`src/rtl/tail_light_sequencer_if.sv`:
```
// Board-side bundle for the tail-light sequencer: key/switch requests in, lamp and 7-seg drive out.
interface tail_light_sequencer_if;
    logic [1:0] KEY;
    logic [9:0] SW;
    logic [9:0] LEDR;
    logic [7:0] HEX0;

    modport master (output KEY, output SW, input LEDR, input HEX0);
    modport slave  (input KEY, input SW, output LEDR, output HEX0);
endinterface

```
`src/rtl/tail_light_sequencer.sv`:
```
// Priority mode arbiter and chase/blink scheduler for the six tail lamps, with mode code on HEX0.
// Optional heartbeat on LEDR[3] is enabled by defining TLS_HEARTBEAT_EN.
module tail_light_sequencer #(
    parameter int unsigned TICK_DIV = 2500000,
    parameter int unsigned CNT_W    = 22
) (
    input  logic                  ADC_CLK_10,
    tail_light_sequencer_if.slave bus
);
    typedef enum logic [2:0] {
        IDLE   = 3'd0,
        TURN_R = 3'd1,
        TURN_L = 3'd2,
        BRK    = 3'd3,
        BRK_R  = 3'd4,
        BRK_L  = 3'd5,
        HAZ    = 3'd6
    } mode_e;

    logic             w_rst_n;
    logic             w_unused;
    logic [3:0]       r_sync1;
    logic [3:0]       r_sync2;
    mode_e            r_mode;
    mode_e            w_mode_nxt;
    logic [1:0]       r_phase;
    logic [1:0]       w_phase_nxt;
    logic [CNT_W-1:0] r_cnt;
    logic [CNT_W-1:0] w_cnt_nxt;
    logic             w_tick;
    logic [2:0]       w_chase;
    logic [5:0]       w_lamps_nxt;
    logic [5:0]       r_lamps;
    logic [7:0]       w_hex_nxt;
    logic [7:0]       r_hex;
    logic             w_hb;

    assign w_rst_n  = bus.KEY[0];
    assign w_unused = ^bus.SW[9:3];

    // Chase pattern, innermost lamp in bit 0.
    function automatic logic [2:0] chase(input logic [1:0] p);
        case (p)
            2'd0:    chase = 3'b001;
            2'd1:    chase = 3'b011;
            2'd2:    chase = 3'b111;
            default: chase = 3'b000;
        endcase
    endfunction

    // Request synchronizers, packed as {dir, brake, turn, hazard}.
    always_ff @(posedge ADC_CLK_10) begin
        if (!w_rst_n) begin
            r_sync1 <= 4'b0000;
            r_sync2 <= 4'b0000;
        end else begin
            r_sync1 <= {bus.KEY[1], bus.SW[2:0]};
            r_sync2 <= r_sync1;
        end
    end

    always_ff @(posedge ADC_CLK_10) begin
        if (!w_rst_n) begin
            r_mode  <= IDLE;
            r_phase <= 2'd0;
            r_cnt   <= '0;
            r_lamps <= 6'b000000;
            r_hex   <= 8'hC0;
        end else begin
            r_mode  <= w_mode_nxt;
            r_phase <= w_phase_nxt;
            r_cnt   <= w_cnt_nxt;
            r_lamps <= w_lamps_nxt;
            r_hex   <= w_hex_nxt;
        end
    end

    // Arbitration, prescaler/phase sequencing and output pattern for the next state.
    always_comb begin
        w_mode_nxt  = IDLE;
        w_cnt_nxt   = r_cnt + CNT_W'(1);
        w_phase_nxt = r_phase;
        w_lamps_nxt = 6'b000000;
        w_hex_nxt   = 8'hC0;
        w_tick      = (r_cnt == CNT_W'(TICK_DIV - 1));

        if (r_sync2[0])
            w_mode_nxt = HAZ;
        else if (r_sync2[2] && r_sync2[1])
            w_mode_nxt = r_sync2[3] ? BRK_L : BRK_R;
        else if (r_sync2[2])
            w_mode_nxt = BRK;
        else if (r_sync2[1])
            w_mode_nxt = r_sync2[3] ? TURN_L : TURN_R;

        // A mode change restarts the sequence even on a tick edge.
        if (w_mode_nxt != r_mode) begin
            w_cnt_nxt   = '0;
            w_phase_nxt = 2'd0;
        end else if (w_tick) begin
            w_cnt_nxt   = '0;
            w_phase_nxt = r_phase + 2'd1;
        end

        // Lamps are {left[9:7], right[2:0]}; left side is the bit-reversed chase.
        w_chase = chase(w_phase_nxt);
        case (w_mode_nxt)
            TURN_R: begin
                w_lamps_nxt = {3'b000, w_chase};
                w_hex_nxt   = 8'hF9;
            end
            TURN_L: begin
                w_lamps_nxt = {w_chase[0], w_chase[1], w_chase[2], 3'b000};
                w_hex_nxt   = 8'hA4;
            end
            BRK: begin
                w_lamps_nxt = 6'b111111;
                w_hex_nxt   = 8'hB0;
            end
            BRK_R: begin
                w_lamps_nxt = {3'b111, w_chase};
                w_hex_nxt   = 8'h99;
            end
            BRK_L: begin
                w_lamps_nxt = {w_chase[0], w_chase[1], w_chase[2], 3'b111};
                w_hex_nxt   = 8'h92;
            end
            HAZ: begin
                w_lamps_nxt = w_phase_nxt[0] ? 6'b000000 : 6'b111111;
                w_hex_nxt   = 8'h82;
            end
            default: begin
                w_lamps_nxt = 6'b000000;
                w_hex_nxt   = 8'hC0;
            end
        endcase
    end

`ifdef TLS_HEARTBEAT_EN
    logic r_hb;

    // Free-running toggle on every prescaler wrap, independent of mode.
    always_ff @(posedge ADC_CLK_10) begin
        if (!w_rst_n)
            r_hb <= 1'b0;
        else if (w_tick)
            r_hb <= ~r_hb;
    end

    assign w_hb = r_hb;
`else
    assign w_hb = 1'b0;
`endif

    assign bus.LEDR = {r_lamps[5:3], 3'b000, w_hb, r_lamps[2:0]};
    assign bus.HEX0 = r_hex;
endmodule

```
`src/flat_wrapper.sv`:
```
// flat-port wrapper written by rule: the top's interface ports become plain ports
module tail_light_sequencer_flat 
#(
    parameter int unsigned TICK_DIV = 2500000,
    parameter int unsigned CNT_W    = 22
)
  (ADC_CLK_10, bus_KEY, bus_SW, bus_LEDR, bus_HEX0);
  tail_light_sequencer_if bus_i ();
  input  logic ADC_CLK_10;
  input wire logic [$bits(bus_i.KEY)-1:0] bus_KEY;
  input wire logic [$bits(bus_i.SW)-1:0] bus_SW;
  output wire logic [$bits(bus_i.LEDR)-1:0] bus_LEDR;
  output wire logic [$bits(bus_i.HEX0)-1:0] bus_HEX0;
  assign bus_i.KEY = bus_KEY;
  assign bus_i.SW = bus_SW;
  assign bus_LEDR = bus_i.LEDR;
  assign bus_HEX0 = bus_i.HEX0;
  tail_light_sequencer #(.TICK_DIV(TICK_DIV), .CNT_W(CNT_W)) u_core (.ADC_CLK_10(ADC_CLK_10), .bus(bus_i));
endmodule
```
`config.mk`:
```
export PLATFORM = sky130hd
export DESIGN_NAME = tail_light_sequencer_flat
export DESIGN_NICKNAME = d
export VERILOG_FILES = /design/src/rtl/tail_light_sequencer_if.sv /design/src/rtl/tail_light_sequencer.sv /design/src/flat_wrapper.sv
export SDC_FILE = /design/constraint.sdc
export NUM_CORES = 1
export LEC_CHECK = 0
export ABC_AREA = 1
export BUFFER_PORTS_ARGS = -buffer_cell sky130_fd_sc_hd__buf_2
export CAP_MARGIN = 10
export CORE_MARGIN = 2
export CORE_UTILIZATION = 40
export DETAILED_ROUTE_END_ITERATION = 6
export PLACE_DENSITY = 0.62
export SYNTH_ARGS = -nofsm -noshare
export SYNTH_HDL_FRONTEND = slang
export SYNTH_SLANG_ARGS = --single-unit
```
`constraint.sdc`:
```
create_clock -name ADC_CLK_10 -period 2 [get_ports ADC_CLK_10]
set_input_delay 0.4 -clock ADC_CLK_10 [delete_from_list [all_inputs] [get_ports ADC_CLK_10]]
set_output_delay 0.4 -clock ADC_CLK_10 [all_outputs]
set_load 0.05 [all_outputs]
```
Word-level counts from Yosys, hierarchy flattened
Cells that the tools add are included.
{"block": "totals", "input_bits": 13, "register_bits": 49, "elab_cells": 35}
{"block": "op_classes", "bitwise": 1, "muxes": 12, "n_eq_ne": 10, "n_addsub": 2, "n_reduce_logical": 3}
{"cell": "7-bit case mux with 6 select lines", "count": 1}
{"cell": "6-bit case mux with 6 select lines", "count": 1}
{"cell": "22-bit by 1-bit adder with 22-bit output, second input constant", "count": 1}
{"cell": "22-bit == test, second input constant", "count": 1}
{"cell": "3-bit two-way mux", "count": 4}
{"cell": "3-bit == test, second input constant", "count": 3}
{"cell": "3-bit case mux with 3 select lines", "count": 1}
{"cell": "3-bit by 2-bit == test with 1-bit output, second input constant", "count": 2}
{"cell": "2-bit two-way mux", "count": 3}
{"cell": "6-bit two-way mux", "count": 1}
{"cell": "3-bit by 1-bit == test with 1-bit output, second input constant", "count": 1}
{"cell": "3-bit inequality test", "count": 1}
{"cell": "3-bit OR reduction", "count": 1}
{"cell": "2-bit by 1-bit adder with 2-bit output, second input constant", "count": 1}
{"cell": "2-bit by 1-bit == test with 1-bit output, second input constant", "count": 1}
{"cell": "2-bit == test, second input constant", "count": 1}
{"cell": "2-bit logical NOT", "count": 1}
{"cell": "1-bit logical AND", "count": 1}
{"cell": "1-bit two-way mux", "count": 1}
{"cell": "1-bit inverter", "count": 1}

Depth between registers and ports, before layout
Gate-level depths: netlist (run 1).
{"block": "logic_depth", "word_depth": 10, "depth_mapped": 15, "ltp_nobuf": 15}

Worst setup path before layout (run 1)
No wires, ideal clock.
{"block": "synth_path", "path_type": "register to register", "start": "register u_core.r_cnt[0]", "end": "register u_core.r_lamps[1]", "path_slack_ns": 0.167, "setup_time_ns": 0.109, "path_stages_with_launch": 13, "t_arrival_ns": 1.724, "path_cell_list": "dfxtp_1 > ha_1 > nand3_1 > nor2_1 > nand3_1 > mux2i_1 > nor3_1 > ha_1 > inv_1 > a21oi_1 > nand3_1 > nand2_1 > inv_1"}
{"block": "synth_via", "elab_chain_len": 6}
{"element": "start: declaration", "line": "tail_light_sequencer.sv:28", "rtl": "logic [CNT_W-1:0] r_cnt;"}
{"element": "start signal: assignment", "line": "tail_light_sequencer.sv:72", "rtl": "r_cnt <= w_cnt_nxt;"}
{"element": "22-bit == test *", "line": "tail_light_sequencer.sv:85", "rtl": "w_tick = (r_cnt == CNT_W'(TICK_DIV - 1));"}
{"element": "2-bit two-way mux *", "line": "tail_light_sequencer.sv:100", "rtl": "end else if (w_tick) begin"}
{"element": "2-bit two-way mux *", "line": "tail_light_sequencer.sv:97", "rtl": "if (w_mode_nxt != r_mode) begin"}
{"element": "named net u_core.w_phase_nxt[1]", "line": "tail_light_sequencer.sv:27", "rtl": "logic [1:0] w_phase_nxt;"}
{"element": "2-bit == test (tied with other cells)", "line": "tail_light_sequencer.sv:43", "rtl": "case (p)"}
{"element": "3-bit case mux with 3 select lines *", "line": "tail_light_sequencer.sv:43"}
{"element": "6-bit case mux with 6 select lines *", "line": "tail_light_sequencer.sv:107", "rtl": "case (w_mode_nxt)"}
{"element": "end signal: assignment", "line": "tail_light_sequencer.sv:73", "rtl": "r_lamps <= w_lamps_nxt;"}
{"element": "end: declaration", "line": "tail_light_sequencer.sv:33", "rtl": "logic [5:0] r_lamps;"}
The timed path passes the listed nets; every way through them passes the cells marked *.
A chain may end at the register's enable or synchronous reset.

Worst setup path after layout (run 1)
{"block": "layout_path", "start": "register u_core.r_cnt[14]", "end": "register u_core.r_lamps[1]"}
Same word-level chain as after synthesis.

==> metrics, run 1 <==
switching portion of total power 25.4%; WHS Path Cells 3; CTS Sinks 47; Vias 1900; peak supply drop approximately 0.49 mV; min cycle time layout approximately 1900 ps; RSZ-0062 raised after global routing true; Net Switching between 400 and 500 uW; Placer Congestion 0.885; cell mode on critical path nand2_1; count of final hold-check violations 0; number of global-route vias before repair ~1700; Worst EP arrival roughly 2100 ps; H-tree depth reported by CTS 2; WP data required 2200 ps; CP Capture Type flip-flop; CP Launch Type flip-flop; IO Pins 31; setup_tns 0 ps; first-pass GRT wire length 7040 um; library cells used by synthesis 34; worst skew pair latency about 300 ps; synth top area cells dfxtp_1 (42%), nand2_1 (11%), inv_1 (7.0%); mean post-synth cell area approximately 7.5 um^2; DRC violation total after the first TritonRoute iteration approximately 60; Synth Cell Area between 0.002 and 0.0025 mm^2; warnings from Yosys 0; fmax 533 MHz; CTS Buffer Depth 2; Final setup viols 0; critical path class reg2reg; clock slew at reported path FFs about 90 ps; status finished clean; Total Wirelength 4230 um; total CTS buffers 5; post-synth top area share a little over two fifths; layout cell share with drive strength beyond 1 34.6%; synthesized-area fraction occupied by adder cells around 1.7%; leak pwr 0.00120 uW; post-synthesis sequential area ratio between 40% and 50%; placement row count 27; Synth async-reset ratio 0%; Synth Register Bits 47; ys flop type dfxtp_1; Final Max Slew Viols 0; DRT met1 WL roughly 1900 um; Syn Inst Count between 200 and 300; xor/xnor share of the synthesized area 3.91%; CTS tree built; Post-DP HPWL ~3000 um; CP cell instances nor2_1 > nand2_1 > nor2_2 > nand3_2 > mux2i_2 > nor3_2 > ha_1 > inv_2 > a21oi_2 > nand3_1 > nand2_1 > inv_1; antenna violations before repair 0; simple-gate share of the synthesized area about a third; gr ovfl total 0; Antenna diodes 0; count leader, synth nand2_1; worst hold path type in2reg; Synth Area in Compound Gates roughly 7.5%; final core occ 50.6%; Overall Global Routing Usage 14.2%; nets roughly 360; crit-path max FO 6; mean routed wirelength per cell around 10 um; number of synthesized flops with an enable pin 0; TritonRoute pass-1 iters 4; Die H between 70 and 80 um; Via density between 4 and 5; Synth top cells by count nand2_1 (64), dfxtp_1 (47), inv_1 (42), nor2_1 (28), nand3_1 (19); Top Metal Used met4; Starting Density between 40% and 50%; Comb pwr share a little over a tenth; CORE AREA roughly 0.0054 mm^2; Pwr Density 676 mW/mm^2; period utilisation layout a little over nine tenths; Cell Int Power around 1400 uW; crit path max-delay cell type dfxtp_1; critical path's largest stage delay around 370 ps; root buf cell clkbuf_8; number of hold buffers added after CTS 0; DIE AREA slightly above 0.006 mm^2; largest family of logic cells by synthesized area simple AND/OR/NAND/NOR gates; largest net degree at the start of global routing 23; Area Overhead vs Synth 22.9%; remaining antenna violation count 0; Clk pwr share a little under two fifths; Setup Skew 7.82 ps; die width 78.8 um; drc violations 0; Max Cap Viol 0; routed wl met2 around 2100 um; PortBufs 18; multiplexer share of the synthesized area 0.447%; FF-to-FF path depth 12; Met3 Wirelength roughly 150 um; sequential power share 52.4%; Yosys top cell by area dfxtp_1; Layout fillers 543
[cells by family after synthesis]
group | count (synthesis)
and+or+nand+nor | 153
DFF | 47
muxes | 1
buffers and inverters | 57
AOI/OAI and AO/OA | 26
xor gates and xnor gates | 10
adders and majority gates | 3
other | 2
[critical path, delay by kind of cell (launching register included)]
family | cells | cell delay [ps]
AO/OA/AOI/OAI | 1 | 120
adder cells (fa/ha/maj) | 1 | 290
flip-flops | 1 | 370
AND/OR/NAND/NOR | 7 | 690
multiplexers | 1 | 240
buffers and inverters | 2 | 80
[metrics by stage]
step	setup slack (ps)	hold slack [ps]	total power, uW	instances	cell area, um^2
finish	123	281	1860	416	2750
global route	-10.2	275	1950	416	2750
CTS	4.83	268	1880	410	2630
detailed placement	17.3	400	1190	402	2520
global placement	57.2	393	1190	402	2520
floorplan	167	390	1160	302	2250
[cells in the final DEF, fill, tap and decap left out, types with 2 or more instances in the layout]
master	n
nor2_2	16
nand4_1	7
o21ai_0	2
nand3_1	17
nor2_1	23
nor3_1	4
nand3_2	5
inv_1	37
buf_4	25
buf_2	18
nor2_4	2
nand2_2	7
inv_2	8
nand2_1	63
a21oi_1	11
xor2_1	7
xnor2_1	3
conb_1	5
clkbuf_8	5
nor3_2	3
a21oi_2	11
dfxtp_2	8
dfxtp_1	38
[flip-flops by register name, summed over array words and instances (netlist names)]
name / flops
u_core.r_cnt: 22
u_core.r_phase: 2
u_core.r_sync2: 4
u_core.r_lamps: 6
u_core.bus.HEX0: 6
u_core.r_mode: 3
u_core.r_sync1: 4
[final timing paths]
| path | from | end | slack (ps) |
|---|---|---|---|
| max | u_core.r_cnt[14]$_SDFF_PP0_ | u_core.r_lamps[1]$_SDFF_PN0_ | 120 |
| min | bus_SW[0] | u_core.r_sync1[0]$_SDFF_PN0_ | 280 |
| max reg2reg | u_core.r_cnt[14]$_SDFF_PP0_ | u_core.r_lamps[1]$_SDFF_PN0_ | 120 |
| min reg2reg | u_core.r_sync1[2]$_SDFF_PN0_ | u_core.r_sync2[2]$_SDFF_PN0_ | 410 |
[area by class of cell]
class / instances / area (um^2) / share of cell area [%]
flip-flops and latches: 47 / 955 / 34.7
clock inverters: 3 / 43.8 / 1.59
clock buffers: 5 / 68.8 / 2.50
multi-input cells: 198 / 1120 / 40.6
inverters: 47 / 179 / 6.50
repair buffers: 44 / 298 / 10.8
well taps: 72 / 90.1 / 3.27
[repair_timing]
action,CTS,global route
gates resized for setup,1,31
buffers inserted,0,6
setup endpoints to repair,1,6
pin swaps,0,16
[power groups by stage]
| stage | sequential, uW | combinational, uW | clock (uW) |
|---|---|---|---|
| after floorplan | 1030 | 121 | 0 |
| after global placement | 993 | 192 | 0 |
| after detailed placement | 994 | 194 | 0 |
| after CTS | 972 | 195 | 714 |
| after global routing | 977 | 216 | 754 |
| final | 974 | 199 | 686 |
[per-layer routing]
| metal | up-vias | global-route usage (%) |
|---|---|---|
| met3 | 9 | 3.52 |
| met1 | 850 | 15.7 |
| met5 | - | 0 |
| li1 | 1011 | - |
| met2 | 30 | 26.2 |
| met4 | 0 | 5.44 |
Note: power is estimated with default switching activity, not from simulation.
==> run 2: changes to the inputs <==
Settings changed: CELL_PAD_IN_SITES_DETAIL_PLACEMENT from default to 0, CELL_PAD_IN_SITES_GLOBAL_PLACEMENT from default to 1, PLACE_DENSITY 0.62 to 0.8.
==> metrics, run 2 (synthesized netlist as in run 1, its figures left out) <==
RR Endpoint u_core.r_lamps[0]$_SDFF_PN0_ (was u_core.r_lamps[1]$_SDFF_PN0_); crit-path max FO 3 (was 6); Antenna diodes 0 (unchanged); setup_tns 0 ps (unchanged); Via density 4.44 (was 4.57); power consumption 1790 uW (was 1860 uW); WHS Endpoint u_core.r_sync1[0]$_SDFF_PN0_ (unchanged); mean routed wirelength per cell 10.2 um (about the same); CP Launch Type flip-flop (unchanged); min cycle time layout 1860 ps (was 1880 ps); H-tree depth reported by CTS 2 (unchanged); Post-DP HPWL 3160 um (was 3080 um); Max Cap Viol 0 (unchanged); layout cell share with drive strength beyond 1 36.1% (was 34.6%); Placed Area 0.00254 mm^2 (was 0.00252 mm^2); clock slew at reported path FFs 100 ps (was 90 ps); WP data required 2220 ps (was 2200 ps); critical path class reg2reg (unchanged); placed insts 405 (was 402); final core occ 50.5% (was 50.6%); RSZ-0062 raised after global routing true (unchanged); Worst EP arrival 2080 ps (about the same); Pwr Density 650 mW/mm^2 (was 676 mW/mm^2); Worst Min Path Start bus_SW[0] (unchanged); Net Switching 516 uW (was 471 uW); R2R Setup Slk 140 ps (was 120 ps); most frequent cells in the layout nand2_1 (63), inv_1 (37), dfxtp_1 (36), buf_4 (27), nor2_1 (21) (was nand2_1 (63), dfxtp_1 (38), inv_1 (37), buf_4 (25), nor2_1 (23)); Setup Skew 9.89 ps (was 7.82 ps); nets 361 (was 359); Comb pwr share 11.1% (was 10.7%); commonest non-fill, non-tap cell in the layout nand2_1 (unchanged); period utilisation layout 93.2% (was 93.8%); worst skew pair latency 310 ps (was 300 ps); TritonRoute pass-1 iters 6 (was 4); CORE AREA 0.00544 mm^2 (unchanged); Final setup viols 0 (unchanged); Die H 78.8 um (unchanged); IO Pins 31 (unchanged); CTS Sinks 47 (unchanged); number of global-route vias before repair 1759 (was 1722); Overall Global Routing Usage 14.4% (was 14.2%); max reg flops 22 (unchanged); Area Overhead vs Synth 22.8% (was 22.9%); placement row count 27 (unchanged); antenna violations before repair 0 (unchanged); Final Cell Area 0.00275 mm^2 (about the same); count of final hold-check violations 0 (unchanged); gr ovfl total 0 (unchanged); Placer Congestion 0.867 (was 0.885); final cell count without fillers 418 (was 416); worst hold path type in2reg (unchanged); CTS Buffer Depth 2 (unchanged); PortBufs 18 (unchanged); die width 78.8 um (unchanged); Reg2Reg Launch Point u_core.r_cnt[4]$_SDFF_PP0_ (was u_core.r_cnt[14]$_SDFF_PP0_); FF-to-FF path depth 13 (was 12); sequential power share 54.5% (was 52.4%); leak pwr 0.00120 uW (about the same); total CTS buffers 5 (unchanged); drc violations 0 (unchanged); Reg with most FFs u_core.r_cnt (unchanged); peak supply drop 0.503 mV (was 0.487 mV); status finished clean (unchanged); CP Capture Type flip-flop (unchanged); fmax 537 MHz (was 533 MHz); number of hold buffers added after CTS 0 (unchanged); Starting Density 41.2% (unchanged); WHS Path Cells 3 (unchanged); first-pass GRT wire length 7200 um (was 7040 um); DIE AREA 0.00621 mm^2 (unchanged); Final Max Slew Viols 0 (unchanged); root buf cell clkbuf_8 (unchanged); Clk pwr share 34.5% (was 36.9%); Total Wirelength 4270 um (was 4230 um); CTS tree built (unchanged); largest net degree at the start of global routing 18 (was 23); Vias 1856 (was 1900); Cell Int Power 1270 uW (was 1390 uW); DRC violation total after the first TritonRoute iteration 55 (was 59); remaining antenna violation count 0 (unchanged); switching portion of total power 28.9% (was 25.4%)
==> run 2: cell count changes in the layout (fill, tap and decap cells not counted), sizes merged <==
cell      change
buf           +2
bufinv        -1
clkinv        -2
clkinvlp      +1
inv           +2
==> run 2: worst max-delay path, cell delays in order, from the launching register on <==
cell and delay (ps):
dfxtp_2 350, inv_1 60, nor2_2 100, nand2_1 70, nor2_2 130, nand3_2 110, mux2i_2 170, nor3_2 240
ha_2 210, inv_2 40, a21oi_2 120, nand3_1 80, nand2_1 60, inv_1 40
==> run 2: power by group through the flow <==
stage | Combinational [uW] | Clock, uW | Sequential, uW
floorplan | 121 | 0 | 1030
global placement | 193 | 0 | 993
detailed placement | 194 | 0 | 993
CTS | 195 | 639 | 972
global route | 216 | 664 | 976
finish | 197 | 616 | 973
==> run 2: metal layers <==
layer / routed length, um / share of wire [%] / up-vias / track usage, %
met1: 2050 / 48 / 821 / 16.8
met2: 2060 / 48 / 16 / 26.1
li1: - / - / 1012 / -
met3: 100 / 2.3 / 7 / 3.18
met4: 57 / 1.3 / 0 / 4.74
met5: 0 / 0 / - / 0
==> run 2: what timing repair did <==
action                                  CTS  global route
buffers inserted                          0             5
resized for setup                         0            34
endpoints found under the setup margin    0             6
==> run 2: metrics by stage <==
stage	setup slack, ps	hold slack, ps
finish	137	267
global route	-36.9	260
CTS	26.2	257
detailed placement	29.7	399
global placement	63.9	392
floorplan	167	390
==> run 2: worst max-delay path by stage <==
stage | start | to | slack (ps) | cells past startpoint
2_1_floorplan | u_core.r_cnt[0]$_SDFF_PP0_ | u_core.r_lamps[1]$_SDFF_PN0_ | 170 | 12
3_3_place_gp | u_core.r_cnt[0]$_SDFF_PP0_ | u_core.r_lamps[0]$_SDFF_PN0_ | 60 | 12
3_5_place_dp | u_core.r_cnt[0]$_SDFF_PP0_ | u_core.r_lamps[0]$_SDFF_PN0_ | 30 | 12
4_1_cts | u_core.r_cnt[0]$_SDFF_PP0_ | u_core.r_lamps[0]$_SDFF_PN0_ | 30 | 12
5_1_grt | u_core.r_sync2[2]$_SDFF_PN0_ | u_core.r_lamps[1]$_SDFF_PN0_ | -40 | 13
6_report | u_core.r_cnt[4]$_SDFF_PP0_ | u_core.r_lamps[0]$_SDFF_PN0_ | 140 | 13
==> run 2: layout make-up <==
| type | instances | area (um^2) |
|---|---|---|
| Multi-Input combinational cell | 198 | 1120 |
| Fill cell | 572 | 2690 |
| Inverter | 47 | 176 |
| Clock buffer | 5 | 68.8 |
| Sequential cell | 47 | 957 |
| Timing Repair Buffer | 46 | 313 |
| Tap cell | 72 | 90.1 |
| Clock inverter | 3 | 25.0 |
